<file path="config.mk">
export PLATFORM = sky130hd
export DESIGN_NAME = hour_entry_decoder
export DESIGN_NICKNAME = d
export VERILOG_FILES = /design/src/rtl/hour_entry_decoder.sv
export SDC_FILE = /design/constraint.sdc
export NUM_CORES = 1
export LEC_CHECK = 0
export ABC_AREA = 1
export CAP_MARGIN = 10
export CORE_ASPECT_RATIO = 0.6
export CORE_UTILIZATION = 51
export CTS_CLUSTER_SIZE = 12
export DETAILED_ROUTE_END_ITERATION = 10
export GPL_ROUTABILITY_DRIVEN = 0
export PLACE_DENSITY = 0.8
export SLEW_MARGIN = 30
export SYNTH_ARGS = -nofsm -noshare
export SYNTH_HDL_FRONTEND = slang
export SYNTH_SLANG_ARGS = --single-unit
</file>
<file path="constraint.sdc">
create_clock -name clock -period 2.87 [get_ports clock]
set_input_delay 0.574 -clock clock [delete_from_list [all_inputs] [get_ports clock]]
set_output_delay 0.574 -clock clock [all_outputs]
set_load 0.01 [all_outputs]
</file>
<file path="src/rtl/hour_entry_decoder.sv">
// Converts a keyed two-digit BCD hour plus an AM/PM selection into the binary
// 0..MODULO-1 value loaded by the hour counter, validating it against the 12/24 mode.
module hour_entry_decoder #(
  parameter int MODULO = 24,
  parameter int BITS   = 8
) (
  input  logic            clock,
  input  logic            reset,
  input  logic            digit_valid,
  input  logic [3:0]      digit_bcd,
  input  logic            mode,
  input  logic            ampm_sel,
  input  logic            cancel,
  output logic            load,
  output logic            error,
  output logic            busy,
  output logic [BITS-1:0] hour_binary,
  output logic [7:0]      entry_bcd,
  output logic [6:0]      ampm_7seg,
  output logic [1:0]      state_dbg
);

  // Handshake: digit_valid is a single-cycle strobe with no back-pressure.
  // A digit is accepted in IDLE (tens) and TENS (units); it is dropped in CHECK.
  // load/error are single-cycle strobes, mutually exclusive, issued two edges
  // after the units digit is sampled.

  typedef enum logic [1:0] {
    IDLE  = 2'd0,
    TENS  = 2'd1,
    CHECK = 2'd2
  } state_t;

  localparam logic [7:0] MOD_V    = 8'(MODULO);
  localparam logic [6:0] SEG_A    = 7'b000_1000;
  localparam logic [6:0] SEG_P    = 7'b000_1100;
  localparam logic [6:0] SEG_OFF  = 7'b111_1111;

  state_t          state, state_n;
  logic [7:0]      entry_n;
  logic [BITS-1:0] hour_n;
  logic            load_n, error_n;
  logic            mode_q, ampm_q, mode_n, ampm_n;

  logic [3:0]      tens, units;
  logic [7:0]      value;
  logic            dec_ok;
  logic [BITS-1:0] dec_hour;

  // Decode of the held digits; only consumed while in CHECK.
  always_comb begin
    tens     = entry_bcd[7:4];
    units    = entry_bcd[3:0];
    value    = {4'b0000, tens} * 8'd10 + {4'b0000, units};
    dec_ok   = 1'b0;
    dec_hour = '0;
    if (tens <= 4'd9 && units <= 4'd9) begin
      if (!mode) begin
        dec_ok   = (value < MOD_V);
        dec_hour = BITS'(value);
      end else begin
        dec_ok = (value >= 8'd1) && (value <= 8'd12);
        if (ampm_sel)
          dec_hour = BITS'(value + 8'd11);
        else
          dec_hour = BITS'(value - 8'd1);
      end
    end
  end

  always_ff @(posedge clock or negedge reset) begin
    if (!reset)
      state <= IDLE;
    else
      state <= state_n;
  end

  always_comb begin
    state_n = state;
    entry_n = entry_bcd;
    hour_n  = hour_binary;
    load_n  = 1'b0;
    error_n = 1'b0;
    mode_n  = mode_q;
    ampm_n  = ampm_q;
    case (state)
      IDLE: begin
        if (cancel) begin
          entry_n = 8'h00;
        end else if (digit_valid) begin
          entry_n = {digit_bcd, 4'h0};
          state_n = TENS;
        end
      end
      TENS: begin
        if (cancel) begin
          entry_n = 8'h00;
          state_n = IDLE;
        end else if (digit_valid) begin
          entry_n[3:0] = digit_bcd;
          state_n      = CHECK;
        end
      end
      CHECK: begin
        state_n = IDLE;
        mode_n  = mode;
        ampm_n  = ampm_sel;
        if (dec_ok) begin
          load_n = 1'b1;
          hour_n = dec_hour;
        end else begin
          error_n = 1'b1;
          entry_n = 8'h00;
        end
      end
      default: state_n = IDLE;
    endcase
  end

  always_ff @(posedge clock or negedge reset) begin
    if (!reset) begin
      entry_bcd   <= 8'h00;
      hour_binary <= '0;
      load        <= 1'b0;
      error       <= 1'b0;
      mode_q      <= 1'b0;
      ampm_q      <= 1'b0;
    end else begin
      entry_bcd   <= entry_n;
      hour_binary <= hour_n;
      load        <= load_n;
      error       <= error_n;
      mode_q      <= mode_n;
      ampm_q      <= ampm_n;
    end
  end

  // Indicator follows the mode/AM-PM captured at the most recent CHECK.
  always_comb begin
    if (!mode_q)
      ampm_7seg = SEG_OFF;
    else if (ampm_q)
      ampm_7seg = SEG_P;
    else
      ampm_7seg = SEG_A;
  end

  assign busy      = (state == TENS) || (state == CHECK);
  assign state_dbg = state;

endmodule

</file>
==> impl_metrics.prom <==
# TYPE chip_impl_metric gauge
chip_impl_metric{name="p_leak",unit="nW"} 1.18
chip_impl_metric{name="min_period_over_period",unit=""} 0.951
chip_impl_metric{name="switchingPower",unit="mW"} 1.39
chip_impl_metric{name="setup_viol",unit=""} 0
chip_impl_metric{name="intPower",unit="mW"} 1.41
chip_impl_metric{name="synth_compound_area_frac",unit=""} 0.0748
chip_impl_metric{name="postRouteWirelength",unit="um"} 4400
chip_impl_metric{name="synth.mux.area_fraction",unit=""} 0
chip_impl_metric{name="grt_max_degree",unit=""} 23
chip_impl_info{name="synth_largest_area_cell",value="sky130_fd_sc_hd__dfrtp_1"} 1
chip_impl_info{name="most-common-layout-cells",value="sky130_fd_sc_hd__nand2_1 (74), sky130_fd_sc_hd__clkdlybuf4s50_1 (36), sky130_fd_sc_hd__inv_1 (30)"} 1
chip_impl_metric{name="clkSlewWorstSetupHoldPaths",unit="ns"} 0.08
chip_impl_metric{name="synthSimpleGateAreaFrac",unit=""} 0.361
chip_impl_info{name="status",value="complete, no violations"} 1
chip_impl_metric{name="grt_overflow_total",unit=""} 0
chip_impl_metric{name="design.final.nets",unit=""} 311
chip_impl_info{name="critical_path.cell_chain",value="ha_4 > ha_4 > fa_1 > nand2_2 > inv_4 > nand2_2 > o21ai_2 > nand3_2 > nor2_4 > nand2_4 > nor2_8 > nand2_2 > o21a_1"} 1
chip_impl_metric{name="cts.sinks",unit=""} 22
chip_impl_metric{name="die_w",unit="um"} 77.7
chip_impl_metric{name="synth_area",unit="um2"} 1760
chip_impl_metric{name="timing.critical_path.fanout_max",unit=""} 6
chip_impl_metric{name="cts_max_level",unit=""} 1
chip_impl_metric{name="skew_final",unit="ns"} 0.00166
chip_impl_info{name="crit_type",value="flop to flop"} 1
chip_impl_metric{name="post-route-drc-count",unit=""} 0
chip_impl_metric{name="seq_power_share",unit=""} 0.198
chip_impl_metric{name="antenna_found_initial",unit=""} 0
chip_impl_metric{name="hold_viol",unit=""} 0
chip_impl_metric{name="source_to_sink_clock_delay_at_the_later_pin_of_the_worst_skew_pair",unit="ns"} 0.26
chip_impl_metric{name="globalRouteTotalUtil",unit=""} 0.232
chip_impl_metric{name="synth.yosys.warnings",unit=""} 0
chip_impl_info{name="worstHoldPathType",value="flop to flop"} 1
chip_impl_metric{name="via_to_cell_ratio",unit=""} 5.29
chip_impl_metric{name="cp_slowest_stage_delay",unit="ns"} 0.57
chip_impl_metric{name="synth-seq-cells",unit=""} 22
chip_impl_info{name="cts_tree",value="done"} 1
chip_impl_metric{name="number_of_primary_i_o_pins",unit=""} 38
chip_impl_metric{name="fp.coreArea",unit="um2"} 3260
chip_impl_metric{name="worst_ir_drop_vdd",unit="mV"} 0.613
chip_impl_metric{name="yosys.area.top_type_share",unit=""} 0.314
chip_impl_info{name="synth_top_family_by_area",value="simple AND/OR/NAND/NOR gates"} 1
chip_impl_info{name="critPathLaunchType",value="flop"} 1
chip_impl_metric{name="vias_in_the_first_global_route",unit=""} 1413
chip_impl_metric{name="power.density",unit="nW/um2"} 1210
chip_impl_metric{name="clk_path_buf_depth",unit=""} 2
chip_impl_metric{name="drt-wirelength-per-cell",unit="um"} 13.4
chip_impl_metric{name="area_of_the_die",unit="um2"} 3690
chip_impl_metric{name="antenna_violating_nets_post_route",unit=""} 0
chip_impl_metric{name="synth_xor_area_frac",unit=""} 0.0299
chip_impl_metric{name="power.combinational.fraction",unit=""} 0.722
chip_impl_metric{name="chipHeight",unit="um"} 47.4
chip_impl_metric{name="place_area",unit="um2"} 2140
chip_impl_metric{name="postSynthAreaPerCell",unit="um2"} 7.25
chip_impl_metric{name="drv.max_cap_violation_count",unit=""} 0
chip_impl_metric{name="synth-seq-area-share",unit=""} 0.314
chip_impl_metric{name="power.switching_fraction",unit=""} 0.496
chip_impl_metric{name="dr_pass1_iterations",unit=""} 4
chip_impl_metric{name="antenna-diode-count",unit=""} 0
chip_impl_metric{name="initial_core_utilization",unit=""} 0.538
chip_impl_info{name="worst_setup_path_end_kind",value="flop"} 1
chip_impl_info{name="cp_slowest_cell",value="sky130_fd_sc_hd__fa_1"} 1
chip_impl_metric{name="synth_fa_ha_area_frac",unit=""} 0.123
chip_impl_info{name="cts_root_buffer",value="sky130_fd_sc_hd__clkbuf_8"} 1
chip_impl_metric{name="drive_gt1_frac",unit=""} 0.123
chip_impl_metric{name="finalCriticalPeriod",unit="ns"} 2.73
chip_impl_metric{name="synthesis.instances",unit=""} 242
chip_impl_metric{name="clockPowerShare",unit=""} 0.080
chip_impl_metric{name="synth.distinct_cells",unit=""} 31
chip_impl_metric{name="max_slew.worst_pin.slew",unit="ns"} 0.579
chip_impl_metric{name="achievable-frequency",unit="GHz"} 0.366
chip_impl_info{name="crit_top_cell",value="sky130_fd_sc_hd__nand2_2"} 1
chip_impl_metric{name="tns",unit="ns"} 0
chip_impl_metric{name="placed_wire_length_estimate",unit="um"} 3220
chip_impl_metric{name="vias",unit=""} 1739
chip_impl_metric{name="cp_data_required_time",unit="ns"} 3.02
chip_impl_metric{name="cts_buffers",unit=""} 3
chip_impl_metric{name="timing.max_slew.rel_slack",unit=""} 0.610
chip_impl_metric{name="max_slew_violation_total_from_the_final_report",unit=""} 0
chip_impl_info{name="layout.cells.most_common",value="sky130_fd_sc_hd__nand2_1"} 1
chip_impl_info{name="synth.area.top_cells",value="sky130_fd_sc_hd__dfrtp_1 (31%), sky130_fd_sc_hd__nand2_1 (17%), sky130_fd_sc_hd__ha_1 (10%), sky130_fd_sc_hd__inv_1 (6.4%), sky130_fd_sc_hd__nand4_1 (4.6%)"} 1
chip_impl_metric{name="wire_length_of_the_first_global_routing_pass",unit="um"} 6450
chip_impl_metric{name="synth.net_count",unit=""} 268
chip_impl_metric{name="final_design_area_no_fill",unit="um2"} 2310
chip_impl_metric{name="cts_hold_buf",unit=""} 0
chip_impl_metric{name="drt_iter0_drc",unit=""} 127
chip_impl_metric{name="arrival",unit="ns"} 2.88
chip_impl_metric{name="synthToLayoutAreaGrowth",unit="%"} 31.6
chip_impl_metric{name="number_of_placement_rows",unit=""} 16
chip_impl_metric{name="buffer_ports.inserted",unit=""} 36
-- cell families after synthesis --
logic type | count (synthesis)
AND/OR/NAND/NOR | 135
buffers and inverters | 38
AO/OA/AOI/OAI | 24
flip-flops | 22
adder cells (fa/ha/maj) | 16
XOR/XNOR | 6
other | 1
-- layer usage --
layer  vias up  global-route usage  share of wire
met2        74               0.379           0.44
met1       793               0.340           0.47
met5         -                   0              0
li1        864                   -              -
met3         8              0.0248          0.077
met4         0              0.0566          0.013
-- Yosys cell counts (all sizes together) --
cell type  number
nand4          13
a21oi           4
nand3          18
o21bai          1
and2            1
nand3b          1
inv            31
fa              2
xnor2           2
o22ai           1
or2             1
nor2           17
nor3            1
dfrtp          22
o21ai          15
nand2          83
buf             6
xor2            4
conb            1
o21a            2
o211ai          1
ha             14
clkbuf          1
-- metrics by stage --
step                      power, mW  instances  setup slack (ns)  hold slack [ns]  utilization
final                          2.79        329             0.141            0.502        0.708
after global routing           3.03        329           -0.0151            0.517        0.708
after CTS                      2.55        323            0.0605            0.497        0.673
after detailed placement       2.31        319            0.0920            0.480        0.656
after global placement         2.28        319             0.185            0.478        0.656
after floorplan                1.73        242             0.298            0.278            -
-- flip-flops by register name (all words and copies together) (netlist names) --
register / count
ampm_q: 1
error: 1
entry_bcd: 8
mode_q: 1
load: 1
state_dbg: 2
hour_binary: 8
-- worst paths after layout --
kind / start / end / slack [ns] / depth (start not counted)
setup / recovery: entry_bcd[5] / hour_binary[3] / 0.14 / 13
hold / removal: hour_binary[2] / hour_binary[2] / 0.50 / 1
hold reg to reg: hour_binary[2] / hour_binary[2] / 0.50 / 1
setup reg to reg: entry_bcd[5] / hour_binary[3] / 0.14 / 13
min in group asynchronous: reset / hour_binary[2] / 0.65 / 2
max in group asynchronous: reset / entry_bcd[5] / 1.98 / 2
-- power groups by stage --
stage	sequential, mW	combinational (mW)	clock (mW)
6_report	0.553	2.01	0.223
5_1_grt	0.566	2.22	0.240
4_1_cts	0.538	1.78	0.227
3_5_place_dp	0.542	1.77	0
3_3_place_gp	0.539	1.74	0
2_1_floorplan	0.587	1.15	0
-- timing repair --
action | in CTS | in global routing
setup endpoints to repair | 0 | 16
gates resized for setup | 0 | 14
buffers inserted | 0 | 4
-- layout make-up --
| type | count | area [um2] |
|---|---|---|
| tap | 45 | 56.3 |
| sequential | 22 | 552 |
| timing repair buffer | 43 | 413 |
| clock buffer | 4 | 55.1 |
| inverter | 31 | 119 |
| multi-input combinational | 184 | 1120 |
| fill | 273 | 952 |
-- critical path: cells and delay by family, from the launching register on --
family                     cells  cell delay [ns]
adders and majority gates      3             0.97
and+or+nand+nor                7             0.82
DFF                            1             0.47
AOI/OAI and AO/OA              2             0.27
buffers and inverters          1             0.08
No activity file was read; power rests on OpenSTA's default activity.
